**src/rtl/ddr_train_pkg.sv**
```systemverilog
// Shared types and helpers for the DQS/DQ lane eye trainer.
// Holds the FSM encoding, width derivation and the CENTER_TAP slice offset.
package ddr_train_pkg;

    typedef enum logic [3:0] {
        StIdle,
        StLoad,
        StClear,
        StSample,
        StEval,
        StStep,
        StSettle,
        StCenter,
        StCMove,
        StCSettle,
        StFail,
        StNext,
        StFinish
    } state_e;

    // Index width for n items; never narrower than one bit.
    function automatic int unsigned calc_w(input int unsigned n);
        return (n <= 1) ? 1 : $clog2(n);
    endfunction

    // LSB of a lane's field inside the packed CENTER_TAP vector.
    function automatic int unsigned tap_lsb(input int unsigned lane, input int unsigned tap_w);
        return lane * tap_w;
    endfunction

endpackage

```
**src/rtl/ddr_eye_tap_sampler.sv**
```systemverilog
// Per-tap SAMPLE/SETTLE cycle counter with early/late and out-of-range accumulators.
// A start pulse loads the counter for the state that follows; done flags its last cycle.
module ddr_eye_tap_sampler
    import ddr_train_pkg::*;
#(
    parameter int unsigned NUM_LANES     = 2,
    parameter int unsigned LANE_W        = 1,
    parameter int unsigned SETTLE_CYCLES = 4,
    parameter int unsigned SAMPLE_CYCLES = 8
) (
    input  logic                 i_clk,
    input  logic                 i_rst_n,
    input  logic                 i_start,
    input  logic                 i_mode_sample,
    input  logic                 i_sample_en,
    input  logic [LANE_W-1:0]    i_lane,
    input  logic [NUM_LANES-1:0] i_early,
    input  logic [NUM_LANES-1:0] i_late,
    input  logic [NUM_LANES-1:0] i_oor,
    output logic                 o_done,
    output logic                 o_fail_acc,
    output logic                 o_oor_acc
);

    localparam int unsigned MAX_CNT = (SAMPLE_CYCLES > SETTLE_CYCLES) ? SAMPLE_CYCLES
                                                                      : SETTLE_CYCLES;
    localparam int unsigned CNT_W   = calc_w(MAX_CNT + 1);
    localparam logic [CNT_W-1:0] SAMPLE_INIT = CNT_W'(SAMPLE_CYCLES - 1);
    localparam logic [CNT_W-1:0] SETTLE_INIT = CNT_W'(SETTLE_CYCLES - 1);

    logic [CNT_W-1:0] r_cnt;
    logic             r_fail_acc;
    logic             r_oor_acc;
    logic             w_fail_now;
    logic             w_oor_now;

    assign w_fail_now = i_early[i_lane] | i_late[i_lane];
    assign w_oor_now  = i_oor[i_lane];

    always_ff @(posedge i_clk or negedge i_rst_n) begin
        if (!i_rst_n) begin
            r_cnt      <= '0;
            r_fail_acc <= 1'b0;
            r_oor_acc  <= 1'b0;
        end else begin
            if (i_start) begin
                r_cnt <= i_mode_sample ? SAMPLE_INIT : SETTLE_INIT;
            end else if (r_cnt != '0) begin
                r_cnt <= r_cnt - CNT_W'(1);
            end

            if (i_start && i_mode_sample) begin
                r_fail_acc <= 1'b0;
                r_oor_acc  <= 1'b0;
            end else if (i_sample_en) begin
                r_fail_acc <= r_fail_acc | w_fail_now;
                r_oor_acc  <= r_oor_acc | w_oor_now;
            end
        end
    end

    assign o_done     = (r_cnt == '0);
    assign o_fail_acc = r_fail_acc;
    assign o_oor_acc  = r_oor_acc;

endmodule

```
**src/rtl/ddr_dqs_lane_eye_trainer.sv**
```systemverilog
// Sequential per-lane delay-line sweep that finds the passing eye window and parks
// each lane's line at the window centre.
module ddr_dqs_lane_eye_trainer
    import ddr_train_pkg::*;
#(
    parameter int unsigned NUM_LANES     = 2,
    parameter int unsigned MAX_TAPS      = 128,
    parameter int unsigned TAP_W         = calc_w(MAX_TAPS),
    parameter int unsigned SETTLE_CYCLES = 4,
    parameter int unsigned SAMPLE_CYCLES = 8,
    parameter int unsigned MIN_WINDOW    = 4
) (
    input  logic                       i_fab_clk,
    input  logic                       i_arst_n,
    input  logic                       i_start,
    input  logic [NUM_LANES-1:0]       i_eye_monitor_early,
    input  logic [NUM_LANES-1:0]       i_eye_monitor_late,
    input  logic [NUM_LANES-1:0]       i_delay_line_out_of_range,
    output logic [NUM_LANES-1:0]       o_delay_line_load,
    output logic [NUM_LANES-1:0]       o_delay_line_move,
    output logic [NUM_LANES-1:0]       o_delay_line_direction,
    output logic [NUM_LANES-1:0]       o_eye_monitor_clear_flags,
    output logic                       o_busy,
    output logic                       o_done,
    output logic [NUM_LANES-1:0]       o_lane_err,
    output logic [NUM_LANES*TAP_W-1:0] o_center_tap
);

    localparam int unsigned      LANE_W    = calc_w(NUM_LANES);
    localparam logic [LANE_W-1:0] LANE_LAST = LANE_W'(NUM_LANES - 1);
    localparam logic [TAP_W-1:0]  TAP_LAST  = TAP_W'(MAX_TAPS - 1);
    localparam logic [TAP_W:0]    MIN_WIN   = (TAP_W + 1)'(MIN_WINDOW);

    state_e                     r_state, w_state_d;
    logic [LANE_W-1:0]          r_lane;
    logic [TAP_W-1:0]           r_tap, r_left, r_right, r_center;
    logic                       r_found;
    logic [NUM_LANES-1:0]       r_lane_err;
    logic [NUM_LANES*TAP_W-1:0] r_center_tap;

    logic                 w_smp_start, w_smp_mode, w_smp_en, w_smp_done;
    logic                 w_fail_acc, w_oor_acc;
    logic                 w_eval_end, w_eval_fail, w_found_d, w_at_center, w_center_phase;
    logic [TAP_W-1:0]     w_left_d, w_right_d, w_center;
    logic [TAP_W:0]       w_window;
    logic [NUM_LANES-1:0] w_onehot;

    assign w_onehot       = NUM_LANES'(1) << r_lane;
    assign w_at_center    = (r_tap == r_center);
    assign w_center_phase = (r_state == StCenter) || (r_state == StCMove) ||
                            (r_state == StCSettle);
    assign w_center       = TAP_W'(({1'b0, r_left} + {1'b0, r_right}) >> 1);

    assign w_smp_mode  = (r_state == StClear);
    assign w_smp_en    = (r_state == StSample);
    assign w_smp_start = (r_state == StClear) || (r_state == StStep) ||
                         ((r_state == StCMove) && !w_at_center);

    ddr_eye_tap_sampler #(
        .NUM_LANES    (NUM_LANES),
        .LANE_W       (LANE_W),
        .SETTLE_CYCLES(SETTLE_CYCLES),
        .SAMPLE_CYCLES(SAMPLE_CYCLES)
    ) u_sampler (
        .i_clk        (i_fab_clk),
        .i_rst_n      (i_arst_n),
        .i_start      (w_smp_start),
        .i_mode_sample(w_smp_mode),
        .i_sample_en  (w_smp_en),
        .i_lane       (r_lane),
        .i_early      (i_eye_monitor_early),
        .i_late       (i_eye_monitor_late),
        .i_oor        (i_delay_line_out_of_range),
        .o_done       (w_smp_done),
        .o_fail_acc   (w_fail_acc),
        .o_oor_acc    (w_oor_acc)
    );

    // Tap evaluation in priority order; a lone passing last tap also ends the sweep.
    always_comb begin
        w_eval_end = 1'b0;
        w_found_d  = r_found;
        w_left_d   = r_left;
        w_right_d  = r_right;
        if (w_oor_acc) begin
            w_eval_end = 1'b1;
            if (r_found) w_right_d = r_tap - TAP_W'(1);
        end else if (!w_fail_acc && !r_found) begin
            w_found_d = 1'b1;
            w_left_d  = r_tap;
            if (r_tap == TAP_LAST) begin
                w_eval_end = 1'b1;
                w_right_d  = r_tap;
            end
        end else if (w_fail_acc && r_found) begin
            w_eval_end = 1'b1;
            w_right_d  = r_tap - TAP_W'(1);
        end else if (r_tap == TAP_LAST) begin
            w_eval_end = 1'b1;
            if (r_found && !w_fail_acc) w_right_d = r_tap;
        end
        w_window    = {1'b0, w_right_d} - {1'b0, w_left_d} + (TAP_W + 1)'(1);
        w_eval_fail = !w_found_d || (w_window < MIN_WIN);
    end

    always_ff @(posedge i_fab_clk or negedge i_arst_n) begin
        if (!i_arst_n) r_state <= StIdle;
        else           r_state <= w_state_d;
    end

    always_comb begin
        w_state_d = r_state;
        unique case (r_state)
            StIdle:    if (i_start) w_state_d = StLoad;
            StLoad:    w_state_d = StClear;
            StClear:   w_state_d = StSample;
            StSample:  if (w_smp_done) w_state_d = StEval;
            StEval: begin
                if (w_eval_end) w_state_d = w_eval_fail ? StFail : StCenter;
                else            w_state_d = StStep;
            end
            StStep:    w_state_d = StSettle;
            StSettle:  if (w_smp_done) w_state_d = StClear;
            StCenter:  w_state_d = StCMove;
            StCMove:   w_state_d = w_at_center ? StNext : StCSettle;
            StCSettle: if (w_smp_done) w_state_d = StCMove;
            StFail:    w_state_d = StNext;
            StNext:    w_state_d = (r_lane == LANE_LAST) ? StFinish : StLoad;
            StFinish:  w_state_d = StIdle;
            default:   w_state_d = StIdle;
        endcase
    end

    always_ff @(posedge i_fab_clk or negedge i_arst_n) begin
        if (!i_arst_n) begin
            r_lane       <= '0;
            r_tap        <= '0;
            r_left       <= '0;
            r_right      <= '0;
            r_center     <= '0;
            r_found      <= 1'b0;
            r_lane_err   <= '0;
            r_center_tap <= '0;
        end else begin
            unique case (r_state)
                StIdle: begin
                    if (i_start) begin
                        r_lane       <= '0;
                        r_lane_err   <= '0;
                        r_center_tap <= '0;
                    end
                end
                StLoad: begin
                    r_tap   <= '0;
                    r_found <= 1'b0;
                    r_left  <= '0;
                    r_right <= '0;
                end
                StEval: begin
                    r_found <= w_found_d;
                    r_left  <= w_left_d;
                    r_right <= w_right_d;
                end
                StStep:   r_tap <= r_tap + TAP_W'(1);
                StCenter: r_center <= w_center;
                StCMove: begin
                    if (w_at_center) begin
                        for (int unsigned i = 0; i < NUM_LANES; i++) begin
                            if (r_lane == LANE_W'(i)) begin
                                r_center_tap[tap_lsb(i, TAP_W) +: TAP_W] <= r_tap;
                            end
                        end
                    end else begin
                        r_tap <= r_tap - TAP_W'(1);
                    end
                end
                StFail: begin
                    r_tap <= '0;
                    for (int unsigned i = 0; i < NUM_LANES; i++) begin
                        if (r_lane == LANE_W'(i)) begin
                            r_lane_err[i]                            <= 1'b1;
                            r_center_tap[tap_lsb(i, TAP_W) +: TAP_W] <= '0;
                        end
                    end
                end
                StNext: if (r_lane != LANE_LAST) r_lane <= r_lane + LANE_W'(1);
                default: ;
            endcase
        end
    end

    assign o_delay_line_load         = ((r_state == StLoad) || (r_state == StFail)) ? w_onehot
                                                                                     : '0;
    assign o_delay_line_move         = ((r_state == StStep) ||
                                        ((r_state == StCMove) && !w_at_center)) ? w_onehot : '0;
    assign o_eye_monitor_clear_flags = (r_state == StClear) ? w_onehot : '0;
    // Idle lines rest at 0; while busy only the centring lane sees decrement.
    assign o_delay_line_direction    = (r_state == StIdle) ? '0 :
                                       (w_center_phase ? ~w_onehot : '1);
    assign o_busy                    = (r_state != StIdle);
    assign o_done                    = (r_state == StFinish);
    assign o_lane_err                = r_lane_err;
    assign o_center_tap              = r_center_tap;

endmodule
```
**config.mk**
```make
export PLATFORM = sky130hd
export DESIGN_NAME = ddr_dqs_lane_eye_trainer
export DESIGN_NICKNAME = d
export VERILOG_FILES = /design/src/rtl/ddr_train_pkg.sv /design/src/rtl/ddr_eye_tap_sampler.sv /design/src/rtl/ddr_dqs_lane_eye_trainer.sv
export SDC_FILE = /design/constraint.sdc
export NUM_CORES = 1
export LEC_CHECK = 0
export CORE_UTILIZATION = 55
export CTS_CLUSTER_DIAMETER = 30
export DETAILED_ROUTE_END_ITERATION = 16
export PLACE_DENSITY = 0.84
export SLEW_MARGIN = 25
export SYNTH_ARGS = -nofsm -noshare
export SYNTH_HDL_FRONTEND = slang
export SYNTH_SLANG_ARGS = --single-unit
```
**constraint.sdc**
```tcl
create_clock -name i_fab_clk -period 4.95 [get_ports i_fab_clk]
set_clock_uncertainty 0.2 [all_clocks]
set_input_delay 0.99 -clock i_fab_clk [delete_from_list [all_inputs] [get_ports i_fab_clk]]
set_output_delay 0.99 -clock i_fab_clk [all_outputs]
set_load 0.03 [all_outputs]
```
==> impl_metrics.env <==
export IMPL_status="finished, final reports clean"
export IMPL_netlist_instances=432
export IMPL_fmax_mhz=225
export IMPL_wirelength_mm=9.03
export IMPL_critical_path_required_ps=4960
export IMPL_ys_types=54
export IMPL_syn_nets=463
export IMPL_htree_levels=2
export IMPL_synth_async_sr_flop_share_pct=100
export IMPL_synth_ff_type="dfrtp_1"
export IMPL_portBuffers=34
export IMPL_placed_area_um2=4190
export IMPL_firstDrtPassIters=4
export IMPL_finalPower_uw=3150
export IMPL_syn_cell_area_um2=3830
export IMPL_grt_max_degree=38
export IMPL_grt_setup_unrepaired="no"
export IMPL_wl_per_cell_um=16.9
export IMPL_cp_max_fo=9
export IMPL_min_period_over_period_pct=89.8
export IMPL_route_detailed_drc=0
export IMPL_setup_tns_ps=0
export IMPL_yosys_area_top_type="dfrtp_1"
export IMPL_crit_path_cell_trace="ha_1, and3_1, nand4_1, o21ai_0, o31ai_1, a31oi_1, o21ai_0, ha_1, nor2_1, nand2_1, o32ai_2, nand3_1, fa_1, inv_1, a21o_1, a21oi_1, mux2i_1, nor2_1, and4_1, or4_1"
export IMPL_numCtsBuffers=5
export IMPL_grt_pass1_vias=3087
export IMPL_hold_buffers=0
export IMPL_vdd_drop_max_uv=472
export IMPL_p_per_area_nw_per_um2=734
export IMPL_initial_utilization_pct=56.7
export IMPL_synth_edff_count=0
export IMPL_drtIter0Drc=274
export IMPL_relSlewSlack_pct=41.4
export IMPL_dr_total_vias=3324
export IMPL_p_leak_uw=0.00190
export IMPL_dieHeight_um=85.5
export IMPL_critPathCaptureType="flop"
export IMPL_synth_top_area_share_pct=36.6
export IMPL_core_um2=6760
export IMPL_cts_root_buffer="clkbuf_8"
export IMPL_clk_insertion_delay_late_ps=330
export IMPL_io_pins=35
export IMPL_nets=483
export IMPL_die_x_um=85.5
export IMPL_avgSynthCellArea_um2=8.87
export IMPL_clockBufferDepth=2
export IMPL_crit_slowest_cell="dfrtp_1"
export IMPL_cts_repair_resized=0
export IMPL_antenna_cells=0
export IMPL_die_area_um2=7310
export IMPL_path_class="reg -> reg"
export IMPL_place_gp_congestion=0.915
export IMPL_maxCapViolCount=0
export IMPL_cp_slowest_stage_delay_ps=500
export IMPL_cts_tree="built"
export IMPL_finalMaxSlewViolations=0
export IMPL_dp_hpwl_mm=6.83
export IMPL_antenna_found_initial=0
export IMPL_worst_pin_slew_ps=879
export IMPL_hold_class="reg -> reg"
export IMPL_stdcell_area_um2=4290
export IMPL_gr_usage_all_layers_pct=26.2
export IMPL_yosysMostFrequentCell="dfrtp_1"
export IMPL_rows=30
export IMPL_path_buf_inv=1
export IMPL_avgViaCountPerCell=6.24
export IMPL_seq_area_frac_synth_pct=36.6
export IMPL_crit_family="simple AND/OR/NAND/NOR gates"
export IMPL_layout_drive_gt1_share_pct=9.05
export IMPL_synth_area_leaders="dfrtp_1, ha_1, o21ai_0"
export IMPL_synthTopCellsByCount="dfrtp_1, o21ai_0, nand2_1"
export IMPL_critical_path_arrival_ps=4460
export IMPL_startpoint_type="flop"
export IMPL_clock_sinks=56
export IMPL_setup_violations_final=0
export IMPL_post_cts_buffers=0
export IMPL_ys_ff_latch=56
export IMPL_min_period_ps=4450
export IMPL_grt_overflow=0
export IMPL_nFillCells=549
export IMPL_timing_final_hold_violations=0
export IMPL_yosysWarnings=0
export IMPL_ant_nets=0
export IMPL_grt_pass1_wl_mm=15.2
export IMPL_path_clk_slew_ps=110
export IMPL_syn2layout_area_growth_pct=12.0
## worst register-to-register path, cell delays in order, from the launching register on
cell	delay, ps
dfrtp_1	500
ha_1	300
and3_1	210
nand4_1	150
o21ai_0	220
o31ai_1	110
a31oi_1	180
o21ai_0	130
ha_1	330
nor2_1	110
nand2_1	80
o32ai_2	140
nand3_1	170
fa_1	430
inv_1	70
a21o_1	110
a21oi_1	80
mux2i_1	160
nor2_1	90
and4_1	190
or4_1	380
## metrics by stage
stage	std cells	util (%)	worst slack [ps]	hold WS [ps]
after floorplan	432	-	1040	269
after global placement	525	62.1	795	284
after detailed placement	525	62.1	541	286
after CTS	533	63.5	537	312
after global routing	533	63.6	158	322
final	533	63.6	504	304
## state kept, by name, summed over array words and instances (netlist names)
signal,flops
r_tap,7
u_sampler.o_fail_acc,1
o_lane_err,2
r_left,7
r_right,7
r_lane,1
u_sampler.r_cnt,4
r_found,1
o_center_tap,14
r_center,7
r_state,4
u_sampler.o_oor_acc,1
## worst paths after layout
| path | from | endpoint | slack, ps | cells after the start |
|---|---|---|---|---|
| setup / recovery | r_tap[1] | r_state[3] | 500 | 20 |
| hold reg to reg | o_lane_err[0] | o_lane_err[0] | 300 | 1 |
| hold / removal | o_lane_err[0] | o_lane_err[0] | 300 | 1 |
| min in group asynchronous | i_arst_n | o_center_tap[4] | 390 | 1 |
| setup reg to reg | r_tap[1] | r_state[3] | 500 | 20 |
| max in group asynchronous | i_arst_n | r_right[6] | 3320 | 2 |
## routing by layer
layer / GRT usage, % / routed length, µm / part of all wire (%) / vias to the layer above
met4: 8.64 / 167 / 1.8 / 0
met3: 3.89 / 489 / 5.4 / 15
li1: - / - / - / 1598
met1: 35.5 / 3950 / 44 / 1624
met5: 0 / 0 / 0 / -
met2: 43.1 / 4420 / 49 / 87
## power by group
part           switching [µW]  internal [µW]  leakage (µW)
logic                    1140            882       0.00111
clock network             167            104     0.0000463
registers                 275            588      0.000748
total                    1580           1570       0.00190
## logic make-up after synthesis
logic type / share of synthesized area (%)
simple gates: 18.3
compound gates: 21.0
flops: 36.6
buf+inv: 4.50
mux: 7.05
xor+xnor: 5.03
fa+ha+maj: 7.57
## area by class of cell
type                    count  area, µm²  share of cell area, %
clock buffers               5       68.8                   1.60
multi-input cells         335       2260                   52.7
clock inverters             3       27.5                  0.641
repair buffers             40        380                   8.86
well taps                  80        100                   2.33
flip-flops and latches     56       1400                   32.6
inverters                  14       52.6                   1.22
## cells in the final DEF (no fill, tap or decap), types with 2 or more instances in the layout
cell type | Yosys | routed
dfrtp_1 | 56 | 56
o21ai_0 | 47 | 47
nand2_1 | 43 | 43
nor2_1 | 36 | 36
clkdlybuf4s50_1 | 0 | 33
a21oi_1 | 23 | 23
ha_1 | 20 | 20
mux2_2 | 16 | 16
nor3_1 | 16 | 15
inv_1 | 14 | 14
xor2_1 | 13 | 13
a22o_1 | 11 | 11
and3_1 | 10 | 10
nand3_1 | 9 | 9
mux2i_1 | 9 | 9
xnor2_1 | 9 | 9
a31oi_1 | 7 | 7
nor2b_1 | 7 | 7
nand2b_1 | 6 | 6
buf_4 | 2 | 6
clkbuf_8 | 0 | 5
a21o_1 | 4 | 4
o32ai_1 | 4 | 4
o31ai_1 | 3 | 3
a211oi_1 | 3 | 3
or4_1 | 3 | 3
nand4_1 | 2 | 2
nor4_1 | 2 | 2
a221oi_1 | 2 | 2
a21boi_2 | 2 | 2
a311o_1 | 2 | 2
and4_1 | 2 | 2
a31o_2 | 2 | 2
and2_1 | 2 | 2
o211ai_1 | 2 | 2
fa_1 | 2 | 2
Power figures use the tool's default switching activity.
